### src/rtl/sextium_ram_pkg.sv
// Shared definitions for the sextium RAM arbiter.
//   ADDR_W / DATA_W : default word-address and data widths
//   port_idx_t      : index of a requester port
//   PORT_CPU        : s0, the CPU data port
//   PORT_DMA        : s1, the DMA/video port
package sextium_ram_pkg;

  localparam int ADDR_W = 16;
  localparam int DATA_W = 16;

  typedef logic port_idx_t;

  localparam port_idx_t PORT_CPU = 1'b0;
  localparam port_idx_t PORT_DMA = 1'b1;

endpackage

### src/rtl/sextium_ram_arbiter_if.sv
// Avalon-MM requester link between one master and the arbiter.
//   master modport : requester side (drives address/byteenable/read/write/writedata)
//   slave modport  : arbiter side (drives readdata/waitrequest/readdatavalid)
//
// Handshake: a request is (read | write). It is accepted on a rising clk edge
// where the request is high and waitrequest is low; the master must hold all
// request signals stable while waitrequest is high. A waitrequest of 1 on an
// idle link carries no meaning. An accepted read returns exactly one
// readdatavalid pulse, on the cycle after acceptance; readdata is only
// meaningful while readdatavalid is 1.
interface sextium_ram_arbiter_if #(
  parameter int ADDR_W = sextium_ram_pkg::ADDR_W,
  parameter int DATA_W = sextium_ram_pkg::DATA_W
);

  localparam int BE_W = DATA_W / 8;

  logic [ADDR_W-1:0] address;
  logic [BE_W-1:0]   byteenable;
  logic              read;
  logic              write;
  logic [DATA_W-1:0] writedata;
  logic [DATA_W-1:0] readdata;
  logic              waitrequest;
  logic              readdatavalid;

  modport master (
    output address, byteenable, read, write, writedata,
    input  readdata, waitrequest, readdatavalid
  );

  modport slave (
    input  address, byteenable, read, write, writedata,
    output readdata, waitrequest, readdatavalid
  );

endinterface

### src/rtl/sextium_rr_arb2.sv
// Two-way grant logic for the sextium RAM arbiter.
//   clk, rst_n  : clock, asynchronous active-low reset
//   en          : grants allowed this cycle
//   req[1:0]    : request per port (bit 0 = CPU, bit 1 = DMA)
//   gnt[1:0]    : one-hot (or zero) combinational grant
//   last_grant  : port that received the most recent grant (state register)
// Build option SEXTIUM_ARB_FIXED_PRIO_EN: CPU has strict priority and a
// starvation counter forces a DMA grant after MAX_WAIT refused cycles.
// Without it, ties alternate using last_grant.
module sextium_rr_arb2 import sextium_ram_pkg::*; #(
`ifdef SEXTIUM_ARB_FIXED_PRIO_EN
  parameter int MAX_WAIT = 8
`endif
) (
  input  logic      clk,
  input  logic      rst_n,
  input  logic      en,
  input  logic [1:0] req,
  output logic [1:0] gnt,
  output port_idx_t last_grant
);

  port_idx_t last_grant_q, last_grant_d;

`ifdef SEXTIUM_ARB_FIXED_PRIO_EN
  localparam int WAIT_W = $clog2(MAX_WAIT + 1);
  localparam logic [WAIT_W-1:0] WAIT_MAX = WAIT_W'(MAX_WAIT);

  logic [WAIT_W-1:0] wait1_q, wait1_d;

  always_comb begin
    gnt     = 2'b00;
    wait1_d = '0;
    if (en) begin
      if (req[1] && (!req[0] || wait1_q == WAIT_MAX)) gnt = 2'b10;
      else if (req[0])                               gnt = 2'b01;
    end
    // Counts refused DMA cycles; saturates so a long clken gap cannot wrap it.
    if (req[1] && !gnt[1]) begin
      wait1_d = (wait1_q == WAIT_MAX) ? wait1_q : wait1_q + WAIT_W'(1);
    end
  end

  always_ff @(posedge clk or negedge rst_n) begin
    if (!rst_n) wait1_q <= '0;
    else        wait1_q <= wait1_d;
  end
`else
  always_comb begin
    gnt = 2'b00;
    if (en) begin
      // On a tie the port that did not win last time goes first.
      if (req == 2'b11) gnt = (last_grant_q == PORT_DMA) ? 2'b01 : 2'b10;
      else              gnt = req;
    end
  end
`endif

  always_comb begin
    last_grant_d = last_grant_q;
    if (gnt[0])      last_grant_d = PORT_CPU;
    else if (gnt[1]) last_grant_d = PORT_DMA;
  end

  // Reset to DMA so the CPU wins the first tie.
  always_ff @(posedge clk or negedge rst_n) begin
    if (!rst_n) last_grant_q <= PORT_DMA;
    else        last_grant_q <= last_grant_d;
  end

  assign last_grant = last_grant_q;

endmodule

### src/rtl/sextium_ram_arbiter.sv
// Shares one single-port synchronous RAM (1-cycle read latency) between two
// Avalon-MM requesters: s0 (CPU data) and s1 (DMA/video).
//   clk, reset      : clock, asynchronous active-low reset
//   clken           : global clock enable
//   reset_req       : hold-off; stops RAM clocking and new grants
//   s0, s1          : requester links (slave modport)
//   mem_*           : RAM pins (address, byteena, clock, clocken, data, wren, q)
//   dbg_last_grant  : arbiter last-grant state, for observation only
// Build option SEXTIUM_ARB_FIXED_PRIO_EN selects fixed CPU priority with a
// MAX_WAIT starvation bound instead of round-robin.
module sextium_ram_arbiter import sextium_ram_pkg::*; #(
  parameter int ADDR_W = sextium_ram_pkg::ADDR_W,
  parameter int DATA_W = sextium_ram_pkg::DATA_W
`ifdef SEXTIUM_ARB_FIXED_PRIO_EN
  ,
  parameter int MAX_WAIT = 8
`endif
) (
  input  logic                clk,
  input  logic                reset,
  input  logic                clken,
  input  logic                reset_req,
  sextium_ram_arbiter_if.slave s0,
  sextium_ram_arbiter_if.slave s1,
  output logic [ADDR_W-1:0]   mem_address,
  output logic [DATA_W/8-1:0] mem_byteena,
  output logic                mem_clock,
  output logic                mem_clocken,
  output logic [DATA_W-1:0]   mem_data,
  output logic                mem_wren,
  input  logic [DATA_W-1:0]   mem_q,
  output port_idx_t           dbg_last_grant
);

  localparam int BE_W = DATA_W / 8;

  logic              en;
  logic              arb_en;
  logic [1:0]        req;
  logic [1:0]        gnt;
  logic [ADDR_W-1:0] addr_q, addr_d;
  logic [BE_W-1:0]   be_q, be_d;
  logic [DATA_W-1:0] data_q, data_d;
  logic              rd_pend_q, rd_pend_d;
  port_idx_t         rd_port_q, rd_port_d;

  assign en = clken & ~reset_req;
  // Grants are also suppressed while reset is held so every output shows its
  // reset value even if requesters keep their lines up.
  assign arb_en = en & reset;
  assign req = {s1.read | s1.write, s0.read | s0.write};

`ifdef SEXTIUM_ARB_FIXED_PRIO_EN
  sextium_rr_arb2 #(.MAX_WAIT(MAX_WAIT)) u_arb (
    .clk(clk), .rst_n(reset), .en(arb_en), .req(req), .gnt(gnt),
    .last_grant(dbg_last_grant)
  );
`else
  sextium_rr_arb2 u_arb (
    .clk(clk), .rst_n(reset), .en(arb_en), .req(req), .gnt(gnt),
    .last_grant(dbg_last_grant)
  );
`endif

  // Bus mux: follows the granted port, otherwise holds the last granted values.
  // A read+write on one port is treated as a write and gets no read return.
  always_comb begin
    addr_d    = addr_q;
    be_d      = be_q;
    data_d    = data_q;
    mem_wren  = 1'b0;
    rd_pend_d = 1'b0;
    rd_port_d = rd_port_q;
    if (gnt[0]) begin
      addr_d    = s0.address;
      be_d      = s0.byteenable;
      data_d    = s0.writedata;
      mem_wren  = s0.write;
      rd_pend_d = s0.read & ~s0.write;
      if (rd_pend_d) rd_port_d = PORT_CPU;
    end else if (gnt[1]) begin
      addr_d    = s1.address;
      be_d      = s1.byteenable;
      data_d    = s1.writedata;
      mem_wren  = s1.write;
      rd_pend_d = s1.read & ~s1.write;
      if (rd_pend_d) rd_port_d = PORT_DMA;
    end
  end

  always_ff @(posedge clk or negedge reset) begin
    if (!reset) begin
      addr_q    <= '0;
      be_q      <= '0;
      data_q    <= '0;
      rd_pend_q <= 1'b0;
      rd_port_q <= PORT_CPU;
    end else begin
      addr_q    <= addr_d;
      be_q      <= be_d;
      data_q    <= data_d;
      rd_pend_q <= rd_pend_d;
      rd_port_q <= rd_port_d;
    end
  end

  assign mem_address = addr_d;
  assign mem_byteena = be_d;
  assign mem_data    = data_d;
  assign mem_clock   = clk;
  assign mem_clocken = en;

  // The RAM latched a pending read before any clocken drop, so the return
  // strobe is not gated by en.
  assign s0.waitrequest   = ~gnt[0];
  assign s1.waitrequest   = ~gnt[1];
  assign s0.readdatavalid = rd_pend_q & (rd_port_q == PORT_CPU);
  assign s1.readdatavalid = rd_pend_q & (rd_port_q == PORT_DMA);
  assign s0.readdata      = mem_q;
  assign s1.readdata      = mem_q;

endmodule

### src/flat_wrapper.sv
// flat-port wrapper written by rule: the top's interface ports become plain ports
module sextium_ram_arbiter_flat import sextium_ram_pkg::*;
#(
  parameter int ADDR_W = sextium_ram_pkg::ADDR_W,
  parameter int DATA_W = sextium_ram_pkg::DATA_W

)
  (clk, reset, clken, reset_req, mem_address, mem_byteena, mem_clock, mem_clocken, mem_data, mem_wren, mem_q, dbg_last_grant, s0_address, s0_byteenable, s0_read, s0_write, s0_writedata, s0_readdata, s0_waitrequest, s0_readdatavalid, s1_address, s1_byteenable, s1_read, s1_write, s1_writedata, s1_readdata, s1_waitrequest, s1_readdatavalid);
  sextium_ram_arbiter_if #(.ADDR_W(ADDR_W), .DATA_W(DATA_W)) s0_i ();
  sextium_ram_arbiter_if #(.ADDR_W(ADDR_W), .DATA_W(DATA_W)) s1_i ();
  input  logic clk;
  input  logic reset;
  input  logic clken;
  input  logic reset_req;
  output logic [ADDR_W-1:0] mem_address;
  output logic [DATA_W/8-1:0] mem_byteena;
  output logic mem_clock;
  output logic mem_clocken;
  output logic [DATA_W-1:0] mem_data;
  output logic mem_wren;
  input  logic [DATA_W-1:0] mem_q;
  output port_idx_t dbg_last_grant;
  input wire logic [$bits(s0_i.address)-1:0] s0_address;
  input wire logic [$bits(s0_i.byteenable)-1:0] s0_byteenable;
  input wire logic [$bits(s0_i.read)-1:0] s0_read;
  input wire logic [$bits(s0_i.write)-1:0] s0_write;
  input wire logic [$bits(s0_i.writedata)-1:0] s0_writedata;
  output wire logic [$bits(s0_i.readdata)-1:0] s0_readdata;
  output wire logic [$bits(s0_i.waitrequest)-1:0] s0_waitrequest;
  output wire logic [$bits(s0_i.readdatavalid)-1:0] s0_readdatavalid;
  input wire logic [$bits(s1_i.address)-1:0] s1_address;
  input wire logic [$bits(s1_i.byteenable)-1:0] s1_byteenable;
  input wire logic [$bits(s1_i.read)-1:0] s1_read;
  input wire logic [$bits(s1_i.write)-1:0] s1_write;
  input wire logic [$bits(s1_i.writedata)-1:0] s1_writedata;
  output wire logic [$bits(s1_i.readdata)-1:0] s1_readdata;
  output wire logic [$bits(s1_i.waitrequest)-1:0] s1_waitrequest;
  output wire logic [$bits(s1_i.readdatavalid)-1:0] s1_readdatavalid;
  assign s0_i.address = s0_address;
  assign s0_i.byteenable = s0_byteenable;
  assign s0_i.read = s0_read;
  assign s0_i.write = s0_write;
  assign s0_i.writedata = s0_writedata;
  assign s0_readdata = s0_i.readdata;
  assign s0_waitrequest = s0_i.waitrequest;
  assign s0_readdatavalid = s0_i.readdatavalid;
  assign s1_i.address = s1_address;
  assign s1_i.byteenable = s1_byteenable;
  assign s1_i.read = s1_read;
  assign s1_i.write = s1_write;
  assign s1_i.writedata = s1_writedata;
  assign s1_readdata = s1_i.readdata;
  assign s1_waitrequest = s1_i.waitrequest;
  assign s1_readdatavalid = s1_i.readdatavalid;
  sextium_ram_arbiter #(.ADDR_W(ADDR_W), .DATA_W(DATA_W)) u_core (.clk(clk), .reset(reset), .clken(clken), .reset_req(reset_req), .s0(s0_i), .s1(s1_i), .mem_address(mem_address), .mem_byteena(mem_byteena), .mem_clock(mem_clock), .mem_clocken(mem_clocken), .mem_data(mem_data), .mem_wren(mem_wren), .mem_q(mem_q), .dbg_last_grant(dbg_last_grant));
endmodule
### config.mk
export PLATFORM = sky130hd
export DESIGN_NAME = sextium_ram_arbiter_flat
export DESIGN_NICKNAME = d
export VERILOG_FILES = /design/src/rtl/sextium_ram_pkg.sv /design/src/rtl/sextium_ram_arbiter_if.sv /design/src/rtl/sextium_rr_arb2.sv /design/src/rtl/sextium_ram_arbiter.sv /design/src/flat_wrapper.sv
export SDC_FILE = /design/constraint.sdc
export NUM_CORES = 1
export LEC_CHECK = 0
export ABC_AREA = 1
export CORE_MARGIN = 4
export CORE_UTILIZATION = 37
export CTS_BUF_LIST = sky130_fd_sc_hd__clkbuf_2
export DETAILED_ROUTE_END_ITERATION = 10
export PLACE_DENSITY = 0.94
export SLEW_MARGIN = 5
export SYNTH_ARGS = -nofsm -noshare
export SYNTH_HDL_FRONTEND = slang
export SYNTH_HIERARCHICAL = 1
export SYNTH_SLANG_ARGS = --single-unit
export TNS_END_PERCENT = 100
### constraint.sdc
create_clock -name clk -period 2 [get_ports clk]
set_input_delay 0.4 -clock clk [delete_from_list [all_inputs] [get_ports clk]]
set_output_delay 0.4 -clock clk [all_outputs]
set_load 0.05 [all_outputs]
==> run summary, run 1 <==
Violations in the final reports = setup timing
IR drop worst, VDD = 0.830 mV
Share of the clock period used by the worst path after layout = 125%
Post-Route WL = 11900 um
Max frequency = 399 MHz
Start point of the critical path = clken
Worst Path Max Fanout = 5
Placed inst area = 0.00352 mm2
Source of the worst register-to-register timing path = u_core/u_arb/last_grant
Via density per instance = 5.02
Type of the most critical hold path = in2reg
Setup TNS = -16.22 ns
Design Area, Final = 0.00514 mm2
Aggregate global routing overflow = 0
Headroom to the max-slew limit = 66.2%
All-Layer GR Usage = 27.2%
Tmin final = 2.50 ns
Worst Reg-to-Reg Cells = 15
RSZ-0062 raised after global routing = true
Most common cell after layout, fill and taps aside = sky130_fd_sc_hd__inv_1
Final setup violation count = 39
Element type at the critical path start = input port
Die outline width = 88.6 um
Synthesized netlist net count = 447
Worst Path Required = 1.60 ns
Synthesized area divided by synthesized cell count = 6.78 um2
Detail Route Antenna Nets = 0
Endpoint of the worst register-to-register path = u_core/be_q[1]
Vert. Die Dim = 88.6 um
Post-route DRC violation count = 0
Clock latency of the later-clocked register in the worst-skew pair = 0.51 ns
Max Cap Viol = 0
Post-DR wirelength/cell = 20.0 um
Port Buffer Count = 117
Number of antenna cells inserted = 0
Via count of the routed design = 2999
Routability Congestion = 0.729
Worst Tran Pin Value = 0.507 ns
Core ar. = 0.00635 mm2
CTS clk-pin slew, worst paths = 0.21 ns
Number of antenna violations at the first check in global routing = 0
Worst R2R Setup Slack = -0.47 ns
Die ar. = 0.00786 mm2
Clock tree from TritonCTS = done
Leading cell types in the layout, fill and taps excluded = sky130_fd_sc_hd__inv_1, sky130_fd_sc_hd__clkdlybuf4s50_1, sky130_fd_sc_hd__nand2_1, sky130_fd_sc_hd__buf_4, sky130_fd_sc_hd__nand2_2
Critical path arrival = 2.10 ns
Total power per unit cell area = 1010 mW/mm2
Crit Path Category = in2out
Mapped Cells = 355
Largest clock skew in the final design = 0.0448 ns
Top-level I/O count = 166
Number of standard-cell rows in the floorplan = 29
Leakage Power = 2.72 nW
Final max-slew violation count = 0
Wire length of the first global-routing pass = 15800 um
Count of final hold-check violations = 0
Length of the first detailed-routing pass in iterations = 4
Half-perimeter wire length after placement = 4750 um
Effective utilization at floorplan = 37.9%
Final-stage net count = 611
Worst setup path endpoint = mem_byteena[1]
Number of violations reported at the end of detailed-routing iteration 0 = 136
Number of global-route vias before repair = 3174
Kind of end point of the critical path = output port
Number of storage elements in the synthesis netlist = 37
Largest net degree at the start of global routing = 38
Number of warnings printed during yosys synthesis = 6
Area delta synth->final = 114%
Fillcell total = 343
Fraction of final layout cells with drive strength greater than 1 = 51.5%
Cell area after synthesis = 0.00241 mm2
Status = complete, but fails checks
Distinct cells, synth = 18
Min setup slack post-route = -0.505 ns
Sequential share of the synthesized area = 38.5%
-- through the flow --
stage | worst slack (ns) | util, % | power [mW] | hold WS, ns | std cells
2_1_floorplan | 0.0138 | - | 2.75 | 0.104 | 355
3_3_place_gp | -0.601 | 55.4 | 3.25 | 0.482 | 520
3_5_place_dp | -0.659 | 55.4 | 3.31 | 0.494 | 520
4_1_cts | -0.432 | 76.3 | 4.83 | 0.317 | 588
5_1_grt | -0.572 | 81.0 | 5.42 | 0.345 | 597
6_report | -0.505 | 81.0 | 5.21 | 0.375 | 597
-- cell usage after synthesis --
library cell / number / share of area [%]
sky130_fd_sc_hd__a21oi_1: 1 / 0.21
sky130_fd_sc_hd__buf_2: 3 / 0.62
sky130_fd_sc_hd__buf_4: 38 / 12
sky130_fd_sc_hd__buf_6: 5 / 2.3
sky130_fd_sc_hd__buf_8: 1 / 0.62
sky130_fd_sc_hd__dfrtp_1: 36 / 37
sky130_fd_sc_hd__dfstp_2: 1 / 1.1
sky130_fd_sc_hd__inv_1: 75 / 12
sky130_fd_sc_hd__inv_2: 2 / 0.31
sky130_fd_sc_hd__inv_4: 1 / 0.26
sky130_fd_sc_hd__inv_6: 1 / 0.36
sky130_fd_sc_hd__nand2_1: 137 / 21
sky130_fd_sc_hd__nand2_2: 11 / 2.9
sky130_fd_sc_hd__nand3_1: 35 / 7.3
sky130_fd_sc_hd__nor2_1: 4 / 0.62
sky130_fd_sc_hd__nor3b_1: 1 / 0.31
sky130_fd_sc_hd__o21ai_0: 1 / 0.21
sky130_fd_sc_hd__or2_2: 2 / 0.52
-- final cells by class --
class / count / area [um2] / share of cell area (%)
Clock buffer: 9 / 51.3 / 0.997
Multi-Input combinational cell: 192 / 1440 / 28.0
Tap cell: 77 / 96.3 / 1.87
Sequential cell: 37 / 927 / 18.0
Timing Repair inverter: 9 / 124 / 2.41
Clock inverter: 3 / 46.3 / 0.900
Inverter: 79 / 320 / 6.23
Timing Repair Buffer: 191 / 2140 / 41.5
-- power breakdown --
part / switching, mW / total (mW) / internal [mW]
registers: 0.0829 / 1.06 / 0.973
clock network: 0.387 / 0.668 / 0.281
logic: 1.91 / 3.49 / 1.58
-- critical path, stage by stage --
cell and delay [ns]:
sky130_fd_sc_hd__dlygate4sd2_1 0.22, sky130_fd_sc_hd__inv_2 0.06, sky130_fd_sc_hd__nor3b_4 0.24, sky130_fd_sc_hd__nand2_2 0.11
sky130_fd_sc_hd__a21oi_4 0.26, sky130_fd_sc_hd__buf_8 0.20, sky130_fd_sc_hd__buf_16 0.13, sky130_fd_sc_hd__nand2_1 0.12
sky130_fd_sc_hd__nand3_4 0.13, sky130_fd_sc_hd__nand2_4 0.07, sky130_fd_sc_hd__buf_8 0.15
-- cells by family (layout without fill, tap and decap cells) --
group                  after synthesis  count (layout)  share of synthesized area (%)
AO/OA/AOI/OAI                        2               2                          0.416
buffers and inverters              126             291                           28.1
flip-flops                          37              37                           38.5
AND/OR/NAND/NOR                    190             190                           33.0
-- state kept, by name, indices dropped and copies added, names as in the netlist --
signal	flops
u_core/be_q	2
u_core/u_arb/last_grant	1
u_core/addr_q	16
u_core/data_q	16
u_core/rd_pend_q	1
u_core/rd_port_q	1
-- metal layers --
| metal | routed length, um | share of wire [%] | global-route usage, % |
|---|---|---|---|
| met1 | 3820 | 32 | 26.4 |
| met2 | 6540 | 55 | 51.0 |
| met3 | 999 | 8.4 | 8.85 |
| met4 | 572 | 4.8 | 13.5 |
| met5 | 0 | 0 | 0 |
-- how the worst min path moves through the flow --
stage	startpoint	endpoint	cells past startpoint
2_1_floorplan	reset	u_core/addr_q[0]	0
3_3_place_gp	reset	u_core/rd_port_q	2
3_5_place_dp	reset	u_core/rd_pend_q	2
4_1_cts	s0_read	u_core/rd_pend_q	3
5_1_grt	s0_read	u_core/rd_pend_q	3
6_report	s0_read	u_core/rd_pend_q	3
-- timing repair --
item / in CTS / in global routing
hold buffers: 1 / 0
gates cloned: 13 / 2
endpoints found under the setup margin: 38 / 39
pin swaps: 36 / 22
hold endpoints to repair: 36 / 0
gates resized for setup: 195 / 55
buffers inserted: 43 / 11
Power figures use the tool's default switching activity.
==> run 2, diff against run 1 <==
--- a/config.mk
+++ b/config.mk
@@ -6,11 +6,14 @@
 export NUM_CORES = 1
 export LEC_CHECK = 0
 export ABC_AREA = 1
+export CELL_PAD_IN_SITES_DETAIL_PLACEMENT = 0
+export CELL_PAD_IN_SITES_GLOBAL_PLACEMENT = 2
 export CORE_MARGIN = 4
-export CORE_UTILIZATION = 37
+export CORE_UTILIZATION = 31
 export CTS_BUF_LIST = sky130_fd_sc_hd__clkbuf_2
 export DETAILED_ROUTE_END_ITERATION = 10
-export PLACE_DENSITY = 0.94
+export DONT_BUFFER_PORTS = 1
+export PLACE_DENSITY = 0.91
 export SLEW_MARGIN = 5
 export SYNTH_ARGS = -nofsm -noshare
 export SYNTH_HDL_FRONTEND = slang
==> run 2 against run 1 <==
Compared with the run above:
- via count shrank 36%
- fmax grew 17%
- register-to-register slack gained 0.94 ns
- flip-flop and latch count is the same
- clock skew shrank 0.027 ns
- clock-buffer cell count shrank 3
- largest cell class is now multi-input combinational cells
- the flow still finishes with violations (setup timing)
==> run summary, run 2 (synthesized netlist as in run 1, its figures left out) <==
Status = complete, but fails checks
Violations in the final reports = setup timing
Worst Reg-to-Reg Cells = 8
Min setup slack post-route = -0.136 ns
Worst R2R Setup Slack = 0.47 ns
Clock tree from TritonCTS = done
Clock latency of the later-clocked register in the worst-skew pair = 0.39 ns
CTS clk-pin slew, worst paths = 0.19 ns
Number of antenna cells inserted = 0
Largest clock skew in the final design = 0.0181 ns
Number of global-route vias before repair = 2047
Number of antenna violations at the first check in global routing = 0
Number of clock buffers inserted by TritonCTS = 5
All-Layer GR Usage = 13.4%
Worst Tran Pin Value = 0.438 ns
Largest net degree at the start of global routing = 38
Fraction of final layout cells with drive strength greater than 1 = 30.4%
Post-DR wirelength/cell = 14.7 um
Wire length of the first global-routing pass = 9510 um
Headroom to the max-slew limit = 70.8%
Effective utilization at floorplan = 32.5%
Via density per instance = 4.30
Worst Path Max Fanout = 18
Count of final hold-check violations = 0
Setup TNS = -3.31 ns
Most common cell after layout, fill and taps aside = sky130_fd_sc_hd__nand2_1
Max Buffers Root-to-Sink = 2
Post-layout total power = 3.25 mW
Area delta synth->final = 22.1%
Htree depth = 2
RSZ-0062 raised after global routing = true
Endpoint of the worst register-to-register path = u_core/addr_q[1]
Crit Path Category = reg2out
Port Buffer Count = 0
Element type at the critical path start = register
Sinks on Clock Net = 37
Final setup violation count = 36
Critical path arrival = 1.74 ns
Registers with the most flip-flops = u_core/addr_q: 16 flops, u_core/data_q: 16 flops, u_core/be_q: 2 flops
Source of the worst register-to-register timing path = u_core/u_arb/last_grant
Length of the first detailed-routing pass in iterations = 6
Detail Route Antenna Nets = 0
Start point of the critical path = u_core/u_arb/last_grant
Leading cell types in the layout, fill and taps excluded = sky130_fd_sc_hd__nand2_1, sky130_fd_sc_hd__inv_1, sky130_fd_sc_hd__dfrtp_1, sky130_fd_sc_hd__nand3_1, sky130_fd_sc_hd__nand2_4
Cell chosen for the clock root = sky130_fd_sc_hd__clkbuf_2
Final-stage net count = 436
Max frequency = 468 MHz
Post-route DRC violation count = 0
Post-Route WL = 6540 um
Worst setup path endpoint = mem_data[14]
Fin cells = 444
Leakage Power = 1.63 nW
Placed Cells = 422
Die outline width = 96.1 um
Routability Congestion = 0.750
IR drop worst, VDD = 0.416 mV
Half-perimeter wire length after placement = 4080 um
Total power per unit cell area = 1110 mW/mm2
Worst Path Required = 1.60 ns
Type of the most critical hold path = in2reg
Via count of the routed design = 1909
Vert. Die Dim = 96.1 um
Number of violations reported at the end of detailed-routing iteration 0 = 85
Kind of end point of the critical path = output port
Final max-slew violation count = 0
Number of standard-cell rows in the floorplan = 31
Tmin final = 2.14 ns
Share of the clock period used by the worst path after layout = 107%
Aggregate global routing overflow = 0
Die ar. = 0.00924 mm2
Core ar. = 0.00741 mm2
Top-level I/O count = 166
Max Cap Viol = 0
[run 2: changes by cell type in the layout (fill, tap and decap cells not counted), moves of 5 or more]
cell	before	now
sky130_fd_sc_hd__buf_8	34	0
sky130_fd_sc_hd__inv_8	5	0
sky130_fd_sc_hd__buf_4	53	14
sky130_fd_sc_hd__nand2_1	64	91
sky130_fd_sc_hd__nand3_2	24	1
sky130_fd_sc_hd__dlygate4sd2_1	6	0
sky130_fd_sc_hd__nand3_4	10	0
sky130_fd_sc_hd__buf_6	12	1
sky130_fd_sc_hd__nand3_1	1	34
sky130_fd_sc_hd__nand2_2	51	23
sky130_fd_sc_hd__clkdlybuf4s50_1	68	0
[run 2: power by group]
part | switching [mW] | internal, mW | total [mW]
combinational | 1.39 | 0.473 | 1.86
sequential | 0.0652 | 0.971 | 1.04
clock | 0.265 | 0.0881 | 0.353
[run 2: worst max-delay path: stages (launching register included)]
cell	delay, ns
sky130_fd_sc_hd__dfstp_2	0.61
sky130_fd_sc_hd__a21oi_4	0.08
sky130_fd_sc_hd__buf_12	0.15
sky130_fd_sc_hd__inv_6	0.17
sky130_fd_sc_hd__nand2_1	0.09
sky130_fd_sc_hd__nand3_1	0.12
sky130_fd_sc_hd__nand2_4	0.14
[run 2: worst min-delay path by stage]
stage | startpoint | end | cells past startpoint
3_3_place_gp | reset | u_core/addr_q[12] | 0
3_5_place_dp | reset | u_core/rd_pend_q | 0
2_1_floorplan | reset | u_core/addr_q[0] | 0
4_1_cts | s1_write | u_core/rd_port_q | 3
5_1_grt | s1_write | u_core/rd_port_q | 3
6_report | s1_write | u_core/rd_port_q | 3
[run 2: per-layer routing]
| metal | wire (um) | vias to the layer above | global-route usage (%) | part of all wire, % |
|---|---|---|---|---|
| li1 | - | 968 | - | - |
| met1 | 2680 | 860 | 13.8 | 41 |
| met2 | 3300 | 72 | 24.8 | 50 |
| met3 | 471 | 9 | 4.30 | 7.2 |
| met4 | 89 | 0 | 5.69 | 1.4 |
| met5 | 0 | - | 0 | 0 |
[run 2: per-stage QoR]
step           util (%)  setup slack, ns  hold slack (ns)  cell area (um2)
6_report           39.7           -0.136            0.172             2940
3_5_place_dp       33.2           -0.155            0.106             2460
2_1_floorplan         -           0.0138            0.104             2530
4_1_cts            37.0           -0.191            0.135             2740
3_3_place_gp       33.2           -0.140            0.106             2460
5_1_grt            39.7           -0.252            0.141             2940
[run 2: area by class of cell]
cell class,instances,area [um2]
Tap cell,99,124
Timing Repair inverter,1,8.76
Sequential cell,37,927
Inverter,79,338
Clock inverter,2,10.0
Multi-Input combinational cell,192,1120
Clock buffer,6,30.0
Timing Repair Buffer,28,384
Fill cell,807,4470
[run 2: what timing repair did]
item	in CTS	in global routing
setup buffers	2	6
endpoints found under the setup margin	37	37
pin swaps	20	9
gates cloned	1	3
hold buffers	2	0
endpoints found under the hold margin	37	0
resized for setup	41	26
==> run 3, diff against run 2 <==
--- a/config.mk
+++ b/config.mk
@@ -8,12 +8,11 @@
 export ABC_AREA = 1
 export CELL_PAD_IN_SITES_DETAIL_PLACEMENT = 0
 export CELL_PAD_IN_SITES_GLOBAL_PLACEMENT = 2
-export CORE_MARGIN = 4
-export CORE_UTILIZATION = 31
+export CORE_UTILIZATION = 34
 export CTS_BUF_LIST = sky130_fd_sc_hd__clkbuf_2
 export DETAILED_ROUTE_END_ITERATION = 10
 export DONT_BUFFER_PORTS = 1
-export PLACE_DENSITY = 0.91
+export PLACE_DENSITY = 0.95
 export SLEW_MARGIN = 5
 export SYNTH_ARGS = -nofsm -noshare
 export SYNTH_HDL_FRONTEND = slang
==> constraint.sdc (replaced) <==
create_clock -name clk -period 2.5 [get_ports clk]
set_input_delay 0.5 -clock clk [delete_from_list [all_inputs] [get_ports clk]]
set_output_delay 0.5 -clock clk [all_outputs]
set_load 0.05 [all_outputs]
==> run 3 against run 2 <==
Compared with the run above:
- the flow now finishes without violations
- largest cell class is now sequential cells
- clock power decreased by 24%
- highest routed layer unchanged
- final cell count up 3.2%
- non-clock buffer count up 18
- total power decreased by 19%
- global-route usage up 1.4 points
- combinational power fell by 16%
- die area is 20% lower
- first-iteration DRC count decreased by 21%
- critical path depth rose by 2
- sequential power fell by 20%
- clock skew decreased by 0.0080 ns
- via count is 1.2% higher
==> run summary, run 3 (synthesized netlist as in run 1, its figures left out) <==
Clock latency of the later-clocked register in the worst-skew pair = 0.37 ns
Worst Path Required = 2.00 ns
Most common cell after layout, fill and taps aside = sky130_fd_sc_hd__nand2_1
Routability Congestion = 0.720
Count of final hold-check violations = 0
Design Area, Final = 0.00271 mm2
Setup slack at placement = 0.103 ns
Cell chosen for the clock root = sky130_fd_sc_hd__clkbuf_2
Placed inst area = 0.00262 mm2
Max Buffers Root-to-Sink = 2
Post-route DRC violation count = 0
Worst Hold Margin = 0.234 ns
Final setup violation count = 0
Final-stage net count = 453
Max Cap Viol = 0
Effective utilization at floorplan = 35.2%
Htree depth = 2
Number of standard-cell rows in the floorplan = 30
Half-perimeter wire length after placement = 3630 um
Via density per instance = 4.22
Kind of end point of the critical path = output port
Status = finished, final reports clean
Post-Route WL = 5120 um
Number of clock buffers inserted by TritonCTS = 5
Top-level I/O count = 166
Worst min-delay path endpoint = u_core/data_q[15]
Final max-slew violation count = 0
Total power per unit cell area = 979 mW/mm2
IR drop worst, VDD = 0.429 mV
Endpoint of the worst register-to-register path = u_core/data_q[12]
Registers with the most flip-flops = u_core/addr_q: 16 flops, u_core/data_q: 16 flops, u_core/be_q: 2 flops
Hold path depth = 2
Sinks on Clock Net = 37
Largest net degree at the start of global routing = 38
Area delta synth->final = 12.5%
Worst R2R Setup Slack = 0.98 ns
Die outline width = 86.1 um
Fraction of final layout cells with drive strength greater than 1 = 20.4%
Setup Fix Bufs, Post-CTS = 0
CTS clk-pin slew, worst paths = 0.19 ns
Number of global-route vias before repair = 1846
Max frequency = 429 MHz
Leakage Power = 1.63 nW
Die ar. = 0.00742 mm2
Headroom to the max-slew limit = 72.1%
Share of the clock period used by the worst path after layout = 93.3%
Worst Tran Pin Value = 0.418 ns
Aggregate global routing overflow = 0
Vert. Die Dim = 86.1 um
Port Buffer Count = 0
Clock tree from TritonCTS = done
Detail Route Antenna Nets = 0
RSZ-0062 raised after global routing = false
Via count of the routed design = 1931
Source of the worst register-to-register timing path = u_core/u_arb/last_grant
Number of antenna cells inserted = 0
Tmin final = 2.33 ns
Type of the most critical hold path = in2reg
Post-DR wirelength/cell = 11.2 um
Wire length of the first global-routing pass = 8480 um
Worst Path Max Fanout = 19
Leading cell types in the layout, fill and taps excluded = sky130_fd_sc_hd__nand2_1, sky130_fd_sc_hd__inv_1, sky130_fd_sc_hd__dfrtp_1, sky130_fd_sc_hd__nand3_1, sky130_fd_sc_hd__buf_4
All-Layer GR Usage = 14.8%
Worst Hold Launch = s0_writedata[15]
Largest clock skew in the final design = 0.0102 ns
Setup TNS = 0 ns
Number of antenna violations at the first check in global routing = 0
Worst Reg-to-Reg Cells = 8
Critical path arrival = 1.83 ns
Number of violations reported at the end of detailed-routing iteration 0 = 67
Element type at the critical path start = register
Min setup slack post-route = 0.166 ns
Length of the first detailed-routing pass in iterations = 4
Crit Path Category = reg2out
Core ar. = 0.00683 mm2
## run 3: cell types whose count changed in the layout (fill, tap and decap cells not counted), moves of 2 or more
cell	change
sky130_fd_sc_hd__nand2_1	+46
sky130_fd_sc_hd__nand2_4	-34
sky130_fd_sc_hd__buf_4	+18
sky130_fd_sc_hd__nand2_2	-12
sky130_fd_sc_hd__buf_12	+2
sky130_fd_sc_hd__clkbuf_16	-2
## run 3: cell type report
class                   instances  area (um2)
fillers                       775        4130
clock inverters                 2        10.0
flip-flops and latches         37         927
repair buffers                 46         493
multi-input cells             192         820
clock buffers                   6        30.0
well taps                      96         120
inverters                      79         307
## run 3: where the power goes
group	total, mW	switching, mW	leakage [nW]	internal (mW)
clock network	0.268	0.198	0.0327	0.0704
logic	1.56	1.04	1.17	0.517
registers	0.827	0.0502	0.429	0.777
total	2.65	1.29	1.63	1.36
## run 3: layer usage
| layer | vias to the layer above | global-route usage, % | part of all wire, % |
|---|---|---|---|
| li1 | 996 | - | - |
| met1 | 858 | 16.7 | 40 |
| met2 | 68 | 25.4 | 51 |
| met3 | 9 | 5.10 | 7.2 |
| met4 | 0 | 6.52 | 1.3 |
| met5 | - | 0 | 0 |
## run 3: how the worst max path moves through the flow
stage / startpoint / endpoint / slack, ns / cells past startpoint
global placement: clken / mem_byteena[1] / 0.11 / 9
floorplan: clken / mem_wren / 0.13 / 9
global route: u_core/u_arb/last_grant / mem_data[1] / 0.01 / 8
finish: u_core/u_arb/last_grant / mem_data[9] / 0.17 / 8
detailed placement: clken / mem_byteena[1] / 0.10 / 9
CTS: u_core/u_arb/last_grant / mem_data[0] / 0.02 / 8
## run 3: what timing repair did
item | CTS | global route
setup endpoints to repair | 0 | 35
resized for setup | 0 | 5
hold buffers | 2 | 0
hold endpoints to repair | 37 | 0
## run 3: worst max-delay path, cell delays in order, from the launching register on
cell,delay [ns]
sky130_fd_sc_hd__dfstp_2,0.62
sky130_fd_sc_hd__inv_2,0.05
sky130_fd_sc_hd__nand2_2,0.05
sky130_fd_sc_hd__nand2_2,0.06
sky130_fd_sc_hd__inv_2,0.12
sky130_fd_sc_hd__buf_6,0.20
sky130_fd_sc_hd__nand2_1,0.07
sky130_fd_sc_hd__nand2_1,0.09
sky130_fd_sc_hd__buf_4,0.20
## run 3: through the flow
step	std cells	util [%]	power, mW
final	458	39.6	2.65
after global routing	458	39.6	2.83
after CTS	458	39.4	2.69
after global placement	448	38.4	2.37
after floorplan	355	-	2.11
after detailed placement	448	38.4	2.39
